[src/rtl/seven_segment_pkg.sv]
// Shared constants for the seven-segment display driver: segment bit positions
// and the hex glyph table (bit 0 = segment a ... bit 6 = segment g).
package seven_segment_pkg;

  localparam int unsigned SEG_A  = 0;
  localparam int unsigned SEG_B  = 1;
  localparam int unsigned SEG_C  = 2;
  localparam int unsigned SEG_D  = 3;
  localparam int unsigned SEG_E  = 4;
  localparam int unsigned SEG_F  = 5;
  localparam int unsigned SEG_G  = 6;
  localparam int unsigned SEG_DP = 7;

  localparam int unsigned SEG_COUNT = 8;

  localparam logic [6:0] HEX_GLYPH [16] = '{
    7'h3F, 7'h06, 7'h5B, 7'h4F,  // 0 1 2 3
    7'h66, 7'h6D, 7'h7D, 7'h07,  // 4 5 6 7
    7'h7F, 7'h6F, 7'h77, 7'h7C,  // 8 9 A b
    7'h39, 7'h5E, 7'h79, 7'h71   // C d E F
  };

endpackage

[src/rtl/seven_segment_multiplexer_if.sv]
// Load port of the display driver: a frame of nibbles, decimal points and the
// leading-zero flag, transferred with a valid/ready handshake.
interface seven_segment_multiplexer_if #(
  parameter int NUM_DIGITS = 8
);

  logic [NUM_DIGITS*4-1:0] data;
  logic [NUM_DIGITS-1:0]   pointEnable;
  logic                    suppressZeros;
  logic                    loadValid;
  logic                    loadReady;

  modport master (
    output data,
    output pointEnable,
    output suppressZeros,
    output loadValid,
    input  loadReady
  );

  modport slave (
    input  data,
    input  pointEnable,
    input  suppressZeros,
    input  loadValid,
    output loadReady
  );

endinterface

[src/rtl/seven_segment_glyph.sv]
// Combinational hex nibble plus decimal point to active-high segment mask.
module seven_segment_glyph
  import seven_segment_pkg::*;
(
  input  logic [3:0]           nibble,
  input  logic                 point,
  output logic [SEG_COUNT-1:0] segment_mask
);

  always_comb begin
    // NOTE: every output of a combinational block gets a default first, so no
    // path leaves it unassigned and no latch is inferred.
    segment_mask                = '0;
    segment_mask[SEG_G:SEG_A]   = HEX_GLYPH[nibble];
    segment_mask[SEG_DP]        = point;
  end

endmodule

[src/rtl/seven_segment_multiplexer.sv]
// Time-multiplexed seven-segment scanner with double-buffered frame loads,
// inter-digit blanking, PWM brightness, leading-zero blanking and output polarity.
module seven_segment_multiplexer
  import seven_segment_pkg::*;
#(
  parameter int NUM_DIGITS         = 8,
  parameter int SLOT_CYCLES        = 12500,
  parameter int BLANK_CYCLES       = 64,
  parameter int BRIGHTNESS_BITS    = 4,
  parameter bit SEGMENT_ACTIVE_LOW = 1'b1,
  parameter bit DIGIT_ACTIVE_LOW   = 1'b1
) (
  input  logic                        clock,
  input  logic                        reset,
  seven_segment_multiplexer_if.slave  load,
  input  logic [BRIGHTNESS_BITS-1:0]  brightness,
  output logic                        frameStart,
  output logic [SEG_COUNT-1:0]        segmentEnableN,
  output logic [NUM_DIGITS-1:0]       digitEnableN
);

  localparam int DIGIT_W = (NUM_DIGITS > 1) ? $clog2(NUM_DIGITS) : 1;
  localparam int SLOT_W  = (SLOT_CYCLES > 1) ? $clog2(SLOT_CYCLES) : 1;

  localparam logic [SLOT_W-1:0]          SLOT_LAST   = SLOT_W'(SLOT_CYCLES - 1);
  localparam logic [SLOT_W-1:0]          BLANK_END   = SLOT_W'(BLANK_CYCLES);
  localparam logic [DIGIT_W-1:0]         DIGIT_LAST  = DIGIT_W'(NUM_DIGITS - 1);
  localparam logic [BRIGHTNESS_BITS-1:0] BRIGHT_FULL = '1;
  localparam logic [SEG_COUNT-1:0]       SEG_OFF     = SEGMENT_ACTIVE_LOW ? '1 : '0;
  localparam logic [NUM_DIGITS-1:0]      DIGIT_OFF   = DIGIT_ACTIVE_LOW ? '1 : '0;

  typedef struct packed {
    logic [NUM_DIGITS*4-1:0] data;
    logic [NUM_DIGITS-1:0]   points;
    logic                    suppress;
  } frame_buf_t;

  logic [SLOT_W-1:0]          slot_count_q, slot_count_d;
  logic [DIGIT_W-1:0]         digit_q, digit_d;
  logic [BRIGHTNESS_BITS-1:0] pwm_count_q, pwm_count_d;
  logic                       pending_q, pending_d;
  logic                       load_ready_q, load_ready_d;
  logic                       frame_start_q, frame_start_d;
  frame_buf_t                 shadow_q, shadow_d;
  frame_buf_t                 active_q, active_d;
  logic [SEG_COUNT-1:0]       segment_q, segment_d;
  logic [NUM_DIGITS-1:0]      digit_en_q, digit_en_d;

  logic                       boundary;
  logic                       load_fire;
  logic [NUM_DIGITS-1:0]      suppressed;
  logic                       zero_run;
  logic [3:0]                 cur_nibble;
  logic                       cur_point;
  logic                       cur_suppressed;
  logic                       lit;
  logic [SEG_COUNT-1:0]       glyph_mask;
  logic [SEG_COUNT-1:0]       seg_logic;
  logic [NUM_DIGITS-1:0]      dig_logic;

  assign boundary  = (slot_count_q == '0) && (digit_q == '0);
  assign load_fire = load.loadValid && load_ready_q;

  // Scan counters: slot position inside a digit, digit index, PWM phase.
  always_comb begin
    slot_count_d = slot_count_q + 1'b1;
    digit_d      = digit_q;
    pwm_count_d  = pwm_count_q + 1'b1;
    if (slot_count_q == SLOT_LAST) begin
      slot_count_d = '0;
      digit_d      = (digit_q == DIGIT_LAST) ? '0 : digit_q + 1'b1;
    end
  end

  // Double buffer: a pending shadow frame is promoted only at a frame boundary,
  // so a frame is never shown half old and half new.
  always_comb begin
    shadow_d      = shadow_q;
    active_d      = active_q;
    pending_d     = pending_q;
    if (boundary && pending_q) begin
      active_d  = shadow_q;
      pending_d = 1'b0;
    end
    if (load_fire) begin
      shadow_d.data     = load.data;
      shadow_d.points   = load.pointEnable;
      shadow_d.suppress = load.suppressZeros;
      pending_d         = 1'b1;
    end
    load_ready_d  = ~pending_d;
    frame_start_d = boundary;
  end

  // Leading-zero run is tracked from the most significant digit downwards.
  always_comb begin
    suppressed = '0;
    zero_run   = 1'b1;
    for (int i = NUM_DIGITS - 1; i >= 0; i--) begin
      zero_run      = zero_run && (active_q.data[i*4 +: 4] == 4'h0) && !active_q.points[i];
      suppressed[i] = active_q.suppress && (i != 0) && zero_run;
    end
  end

  always_comb begin
    cur_nibble     = '0;
    cur_point      = 1'b0;
    cur_suppressed = 1'b0;
    for (int i = 0; i < NUM_DIGITS; i++) begin
      if (digit_q == DIGIT_W'(i)) begin
        cur_nibble     = active_q.data[i*4 +: 4];
        cur_point      = active_q.points[i];
        cur_suppressed = suppressed[i];
      end
    end
  end

  seven_segment_glyph u_glyph (
    .nibble       (cur_nibble),
    .point        (cur_point),
    .segment_mask (glyph_mask)
  );

  always_comb begin
    lit = (slot_count_q >= BLANK_END)
       && ((brightness == BRIGHT_FULL) || (pwm_count_q < brightness))
       && !cur_suppressed;
    seg_logic = lit ? glyph_mask : '0;
    dig_logic = '0;
    for (int i = 0; i < NUM_DIGITS; i++) begin
      dig_logic[i] = lit && (digit_q == DIGIT_W'(i));
    end
    segment_d  = SEGMENT_ACTIVE_LOW ? ~seg_logic : seg_logic;
    digit_en_d = DIGIT_ACTIVE_LOW ? ~dig_logic : dig_logic;
  end

  // NOTE: sequential state is updated only with non-blocking assignments so
  // every flop samples the pre-edge values regardless of statement order.
  always_ff @(posedge clock or posedge reset) begin
    if (reset) begin
      slot_count_q  <= '0;
      digit_q       <= '0;
      pwm_count_q   <= '0;
      pending_q     <= 1'b0;
      load_ready_q  <= 1'b1;
      frame_start_q <= 1'b0;
      // NOTE: the frame buffers are plain flops, not a RAM, so resetting them
      // is cheap and guarantees a blank, deterministic display after reset.
      shadow_q      <= '0;
      active_q      <= '0;
      segment_q     <= SEG_OFF;
      digit_en_q    <= DIGIT_OFF;
    end else begin
      slot_count_q  <= slot_count_d;
      digit_q       <= digit_d;
      pwm_count_q   <= pwm_count_d;
      pending_q     <= pending_d;
      load_ready_q  <= load_ready_d;
      frame_start_q <= frame_start_d;
      shadow_q      <= shadow_d;
      active_q      <= active_d;
      segment_q     <= segment_d;
      digit_en_q    <= digit_en_d;
    end
  end

  assign load.loadReady = load_ready_q;
  assign frameStart     = frame_start_q;
  assign segmentEnableN = segment_q;
  assign digitEnableN   = digit_en_q;

endmodule

[src/flat_wrapper.sv]
// flat-port wrapper written by rule: the top's interface ports become plain ports
module seven_segment_multiplexer_flat import seven_segment_pkg::*;
#(
  parameter int NUM_DIGITS         = 8,
  parameter int SLOT_CYCLES        = 12500,
  parameter int BLANK_CYCLES       = 64,
  parameter int BRIGHTNESS_BITS    = 4,
  parameter bit SEGMENT_ACTIVE_LOW = 1'b1,
  parameter bit DIGIT_ACTIVE_LOW   = 1'b1
)
  (clock, reset, brightness, frameStart, segmentEnableN, digitEnableN, load_data, load_pointEnable, load_suppressZeros, load_loadValid, load_loadReady);
  seven_segment_multiplexer_if #(.NUM_DIGITS(NUM_DIGITS)) load_i ();
  input  logic clock;
  input  logic reset;
  input  logic [BRIGHTNESS_BITS-1:0] brightness;
  output logic frameStart;
  output logic [SEG_COUNT-1:0] segmentEnableN;
  output logic [NUM_DIGITS-1:0] digitEnableN;
  input wire logic [$bits(load_i.data)-1:0] load_data;
  input wire logic [$bits(load_i.pointEnable)-1:0] load_pointEnable;
  input wire logic [$bits(load_i.suppressZeros)-1:0] load_suppressZeros;
  input wire logic [$bits(load_i.loadValid)-1:0] load_loadValid;
  output wire logic [$bits(load_i.loadReady)-1:0] load_loadReady;
  assign load_i.data = load_data;
  assign load_i.pointEnable = load_pointEnable;
  assign load_i.suppressZeros = load_suppressZeros;
  assign load_i.loadValid = load_loadValid;
  assign load_loadReady = load_i.loadReady;
  seven_segment_multiplexer #(.NUM_DIGITS(NUM_DIGITS), .SLOT_CYCLES(SLOT_CYCLES), .BLANK_CYCLES(BLANK_CYCLES), .BRIGHTNESS_BITS(BRIGHTNESS_BITS), .SEGMENT_ACTIVE_LOW(SEGMENT_ACTIVE_LOW), .DIGIT_ACTIVE_LOW(DIGIT_ACTIVE_LOW)) u_core (.clock(clock), .reset(reset), .load(load_i), .brightness(brightness), .frameStart(frameStart), .segmentEnableN(segmentEnableN), .digitEnableN(digitEnableN));
endmodule
[config.mk]
export PLATFORM = sky130hd
export DESIGN_NAME = seven_segment_multiplexer_flat
export DESIGN_NICKNAME = d
export VERILOG_FILES = /design/src/rtl/seven_segment_pkg.sv /design/src/rtl/seven_segment_multiplexer_if.sv /design/src/rtl/seven_segment_glyph.sv /design/src/rtl/seven_segment_multiplexer.sv /design/src/flat_wrapper.sv
export SDC_FILE = /design/constraint.sdc
export NUM_CORES = 1
export LEC_CHECK = 0
export ABC_AREA = 1
export CAP_MARGIN = 0
export CORE_MARGIN = 3
export CORE_UTILIZATION = 30
export CTS_BUF_LIST = sky130_fd_sc_hd__clkbuf_16
export CTS_CLUSTER_SIZE = 25
export DETAILED_ROUTE_END_ITERATION = 7
export GPL_TIMING_DRIVEN = 0
export PLACE_DENSITY_LB_ADDON = 0.25
export SETUP_SLACK_MARGIN = 0.1
export SYNTH_ARGS = -nofsm -noshare
export SYNTH_HDL_FRONTEND = slang
export SYNTH_SLANG_ARGS = --single-unit
[constraint.sdc]
create_clock -name clock -period 6.9 [get_ports clock]
set_input_delay 2.07 -clock clock [delete_from_list [all_inputs] [get_ports clock]]
set_output_delay 2.07 -clock clock [all_outputs]
set_load 0.02 [all_outputs]
# Yosys cells after proc, flatten, opt, wreduce, memory -nomap -nowiden

Memories as Yosys holds them, arrays and structs flattened.
Cells that the tools add are included.

Memory bits (read-only): 112
Flip-flop bits (word level): 122
Output and inout bits: 18
Memories kept: 1
Logic and storage cells: 115

Memory list:

| name            | depth | bits a word | rd ports | clocked after Yosys merged registers in | wr ports | line                      | source |
|---|---|---|---|---|---|---|---|
| (no name shown) | 16    | 7           | 1        | 0                                       | 0        | seven_segment_glyph.sv:14 | `segment_mask[SEG_G:SEG_A] = HEX_GLYPH[nibble];` |

Bitwise logic cells: 4
Magnitude comparators: 3
Add/subtract/negate cells: 3
Equal/unequal tests: 9
Mux-type cells: 30
Reductions and logical operators: 51

Operators by type and width:

| kind                                                                    | count |
|---|---|
| 1-bit logical AND                                                       | 33 |
| 4-bit two-way mux                                                       | 8 |
| 4-bit zero test                                                         | 7 |
| 1-bit two-way mux                                                       | 17 |
| 8-bit NOT                                                               | 2 |
| 14-bit by 1-bit adder with 14-bit output (second input constant)        | 1 |
| 14-bit == test (second input constant)                                  | 1 |
| 14-bit by 7-bit >= comparator with 1-bit output (second input constant) | 1 |
| 14-bit zero test                                                        | 1 |
| 14-bit two-way mux                                                      | 1 |
| 7-bit two-way mux                                                       | 2 |
| 3-bit == test (second input constant)                                   | 4 |
| 1-bit zero test                                                         | 8 |
| 8-bit two-way mux                                                       | 1 |
| 3-bit by 2-bit == test with 1-bit output (second input constant)        | 2 |
| 5-bit >= comparator (second input constant)                             | 1 |
| 4-bit NOT with 5-bit output                                             | 1 |
| 4-bit by 1-bit adder with 4-bit output (second input constant)          | 1 |
| 4-bit == test (second input constant)                                   | 1 |
| 4-bit less-than comparator                                              | 1 |
| 3-bit by 1-bit adder with 3-bit output (second input constant)          | 1 |
| 3-bit by 1-bit == test with 1-bit output (second input constant)        | 1 |
| 3-bit zero test                                                         | 1 |
| 3-bit two-way mux                                                       | 1 |
| 2 further kinds                                                         | 2 |

# Logic depth before layout (Yosys ltp)

Depth after elaboration: 26
Depth in mapped cells: 21

# Cells and area by module

A second synthesis with hierarchy kept.

Cell total of the unflattened synthesis: 675
Area, all modules: 5957.0 µm²

Modules (own cells, without submodules):

| module                    | cells an instance | area an instance (µm²) | seq. area each (µm²) | instances |
|---|---|---|---|---|
| seven_segment_multiplexer | 622               | 5679.2                 | 3074.2               | 1 |
| seven_segment_glyph       | 53                | 277.8                  | 0.0                  | 1 |

# Worst setup path before layout

No wires, ideal clock.

Kind: input to register
From: input port brightness[1]
To: register u_core.segment_q[1], in the netlist u_core.segmentEnableN[1]
Cell stages on the path: 8
Path slack: 3318 ps
Arrival time: 3484 ps
Cell sequence: inv_1 ha_1 a21boi_0 o211ai_1 nand2_1 a21oi_1 clkbuf_1 nand3_1

Word-level cells in the longest chain between the ends: 6
Elaborated cells on any way between the ends: 7
Classes of those cells: order compare: 1; eq/ne: 1; mux: 1; bitwise: 1; reduce/logical: 3

RTL lines:

| element                                                            | line                             | source |
|---|---|---|
| start, declared                                                    | flat_wrapper.sv:15               | `input logic [BRIGHTNESS_BITS-1:0] brightness;` |
| 4-bit less-than comparator / 4-bit == test (equally long branches) | seven_segment_multiplexer.sv:126 | `&& ((brightness == BRIGHT_FULL) \|\| (pwm_count_q < brightness))` |
| 1-bit logical OR (*)                                               | seven_segment_multiplexer.sv:126 |  |
| 1-bit logical AND (*)                                              | seven_segment_multiplexer.sv:126 |  |
| 1-bit logical AND (*)                                              | seven_segment_multiplexer.sv:127 | `&& !cur_suppressed;` |
| 8-bit two-way mux (*)                                              | seven_segment_multiplexer.sv:128 | `seg_logic = lit ? glyph_mask : '0;` |
| 8-bit NOT (*)                                                      | seven_segment_multiplexer.sv:133 | `segment_d = SEGMENT_ACTIVE_LOW ? ~seg_logic : seg_logic;` |
| via u_core.segment_d[1]                                            | seven_segment_multiplexer.sv:46  | `logic [SEG_COUNT-1:0] segment_q, segment_d;` |
| end signal, assigned                                               | seven_segment_multiplexer.sv:162 | `segment_q <= segment_d;` |
| end, declared                                                      | seven_segment_multiplexer.sv:46  |  |

Mark *: on every way through the listed nets, which the timed path passes. The rest lies on a longest branch.
A chain may end at the register's enable or synchronous reset.

# Final worst setup path

From: input port brightness[1]
To: register u_core.segment_q[2], in the netlist u_core.segmentEnableN[2]

The elaborated chain is that of the path after synthesis.

==> metrics <==
GR Layer Usage met2 slightly below 20%; vias in the first global route approximately 4.4k; largest stage delay on the critical path 490 ps; Detail Route Antenna Nets 0; Nets 827; Final min period 3920 ps; syn nets around 740; Peak supply drop 0.164 mV; share of cells above drive strength 1 10.8%; final setup vio count 0; routed len/inst between 10 and 15 um; CP required 7220 ps; Slew Viols, Final 0; Final Hold Viols 0; Final HPWL DP around 9.3 mm; initial antenna violation count 0; Synthesis Warnings 0; Hold Buf Count CTS 0; antenna diode count 0; CORE AREA 0.0183 mm^2; Setup Fix Bufs, Post-CTS 0; initial core utilization 31.2%; Pwr per Cell Area 251 mW/mm^2; status finished clean; Area growth syn-to-layout 27.0%; Startpoint Class primary input; largest net degree at the start of global routing 66; Die Y 144 um; Area after DPL 0.00669 mm^2; Slew @ Worst Pin 595 ps; Port Buffer Count 65; CP cell instances clkdlybuf4s50_1, inv_1, ha_1, a21boi_0, o211ai_1, nand2_1, a21oi_1, clkbuf_1, nand3_1; drt first pass iters 4; first-pass GRT wire length between 20 and 25 mm; CTS clock-pin slew for the worst setup and hold paths 60 ps; H-tree levels 4; Post-Synthesis Cells 677; CTS tree done; Max Clock Freq 255 MHz; global route hottest layer met2; clk sink count roughly 120; Crit. End Element register; WL final roughly 13 mm; num rows 49; RSZ-0062 raised after global routing no; Synth Register Bits 122; synthesized area 0.00572 mm^2; cts bufs inserted 17; final worst slack 2980 ps; DRC errors left 0; Max Cap Violations 0; Hold Crit Class register to register; Crit-path slowest cell clkdlybuf4s50_1; PostCTS Resize Cnt 0; DP Worst Slack 2530 ps; Seq/Total Area, Yosys 53.7%; worst-path fanout max 10; Lkg Pwr 3.55 nW; Max Root-Sink Buffers 2; Period Utilization, post-route a little under three fifths; Slew HR 60.3%; Avg Inst Size Synth 8.45 um^2; met1 Use GR approximately a fifth; Setup Crit Path Kind primary input to register; total grt overflow 0; Design Area, Final 0.00726 mm^2; Clock Skew 15.7 ps; Iter 0 DRT Violations about 240; clk_lat worst skew 420 ps; Vias/cell 4.39; DR vias 4405; Die Area 0.0208 mm^2; Die W 144 um; Placer Congestion approximately 0.83; Distinct cells, synth 33; worst path arrival time about 4200 ps; GR Util All Layers 13.2%; Crit path max-delay family buffers and inverters; met3 usage 3.84%; I/O Pins 66; Root Buffer clkbuf_16; WP buf/inv 3
[sequential cells by signal, summed over array words and instances, names as in the netlist]
name	count
u_core.digit_q	3
u_core.load.loadReady	1
u_core.pwm_count_q	4
u_core.active_q	41
u_core.segmentEnableN	8
u_core.frameStart	1
u_core.pending_q	1
u_core.slot_count_q	14
u_core.digitEnableN	8
u_core.shadow_q	41
[Yosys cell counts]
master	n	area [um^2]
nand2_1	186	698
dfrtp_1	105	2630
inv_1	105	394
o21ai_0	67	335
nor2_1	40	150
nand3_1	38	190
a21oi_1	24	120
dfstp_2	17	447
ha_1	17	213
clkbuf_1	10	37.5
mux2_2	8	90.1
nor3_1	8	40.0
o21ai_1	7	35.0
buf_2	6	30.0
nand2_2	5	31.3
nand2_4	4	45.0
nand3_2	4	40.0
nor4_1	3	18.8
xor2_1	3	26.3
buf_6	2	22.5
inv_2	2	7.51
nand3b_1	2	15.0
nand4_1	2	12.5
nor2_2	2	12.5
xnor2_1	2	17.5
a21boi_0	1	7.51
buf_1	1	3.75
inv_6	1	8.76
nor3_2	1	10.0
nor3b_1	1	7.51
nor4_2	1	12.5
o211ai_1	1	7.51
or2_1	1	6.26
[kinds of logic (layout without fill, tap and decap cells)]
| group | count (synthesis) | count (layout) | synth area share, % |
|---|---|---|---|
| flops | 122 | 122 | 53.7 |
| compound gates | 100 | 100 | 8.84 |
| mux | 8 | 8 | 1.57 |
| buf+inv | 127 | 225 | 8.81 |
| simple gates | 298 | 298 | 22.6 |
| fa+ha+maj | 17 | 17 | 3.72 |
| xor+xnor | 5 | 5 | 0.766 |
[metal layers]
layer  vias up  wire (um)
met4         0        159
met5         -          0
met1      2030       6550
met2        78       5490
li1       2284          -
met3        13        471
[placed cells by master, fill, tap and decap left out, types with 3 or more instances in the layout]
master           instances
a21oi_1                 24
buf_2                    6
clkbuf_1                10
clkbuf_16               17
clkdlybuf4s50_1         65
clkinv_1                 3
clkinvlp_4               5
dfrtp_1                105
dfstp_2                 17
ha_1                    17
inv_1                  104
inv_6                    4
mux2_2                   8
nand2_1                186
nand2_2                  5
nand2_4                  4
nand3_1                 38
nand3_2                  4
nor2_1                  40
nor3_1                   8
nor4_1                   3
o21ai_0                 67
o21ai_1                  7
xor2_1                   3
[final timing paths]
| path | end | from | slack (ps) | cells after the start |
|---|---|---|---|---|
| min in group asynchronous | u_core.slot_count_q[9]$_DFF_PP0_ | reset | 2110 | 2 |
| max in group asynchronous | u_core.segmentEnableN[4]$_DFF_PP1_ | reset | 4100 | 3 |
| hold / removal | u_core.load.loadReady$_DFF_PP1_ | u_core.pending_q$_DFF_PP0_ | 440 | 1 |
| setup / recovery | u_core.segmentEnableN[2]$_DFF_PP1_ | brightness[1] | 2980 | 9 |
| setup reg to reg | u_core.segmentEnableN[0]$_DFF_PP1_ | u_core.digit_q[0]$_DFFE_PP0N_ | 3980 | 19 |
| hold reg to reg | u_core.load.loadReady$_DFF_PP1_ | u_core.pending_q$_DFF_PP0_ | 440 | 1 |
[metrics by stage]
| step | cells | util, % | hold slack (ps) | power [W] | TNS, ps |
|---|---|---|---|---|---|
| after floorplan | 677 | - | 406 | 0.000914 | 0 |
| after global placement | 971 | 36.3 | 423 | 0.000974 | -25930 |
| after detailed placement | 972 | 36.5 | 441 | 0.000979 | 0 |
| after CTS | 1004 | 39.6 | 443 | 0.00185 | 0 |
| after global routing | 1004 | 39.6 | 477 | 0.00191 | 0 |
| final | 1004 | 39.6 | 437 | 0.00182 | 0 |
[report_power, final]
group / total (W) / switching [W] / internal (W)
Combinational: 0.000141 / 0.0000801 / 0.0000606
Clock: 0.000860 / 0.000331 / 0.000529
Sequential: 0.000824 / 0.0000280 / 0.000796
Total: 0.00182 / 0.000439 / 0.00139
[layout make-up]
| cell class | instances | area [um^2] |
|---|---|---|
| Sequential cell | 122 | 3070 |
| Tap cell | 229 | 287 |
| Inverter | 108 | 415 |
| Clock inverter | 15 | 149 |
| Clock buffer | 17 | 425 |
| Multi-Input combinational cell | 428 | 2140 |
| Timing Repair Buffer | 66 | 678 |
| Fill cell | 1868 | 11100 |
| Buffer | 19 | 93.8 |
Note: power is estimated with default switching activity, not from simulation.
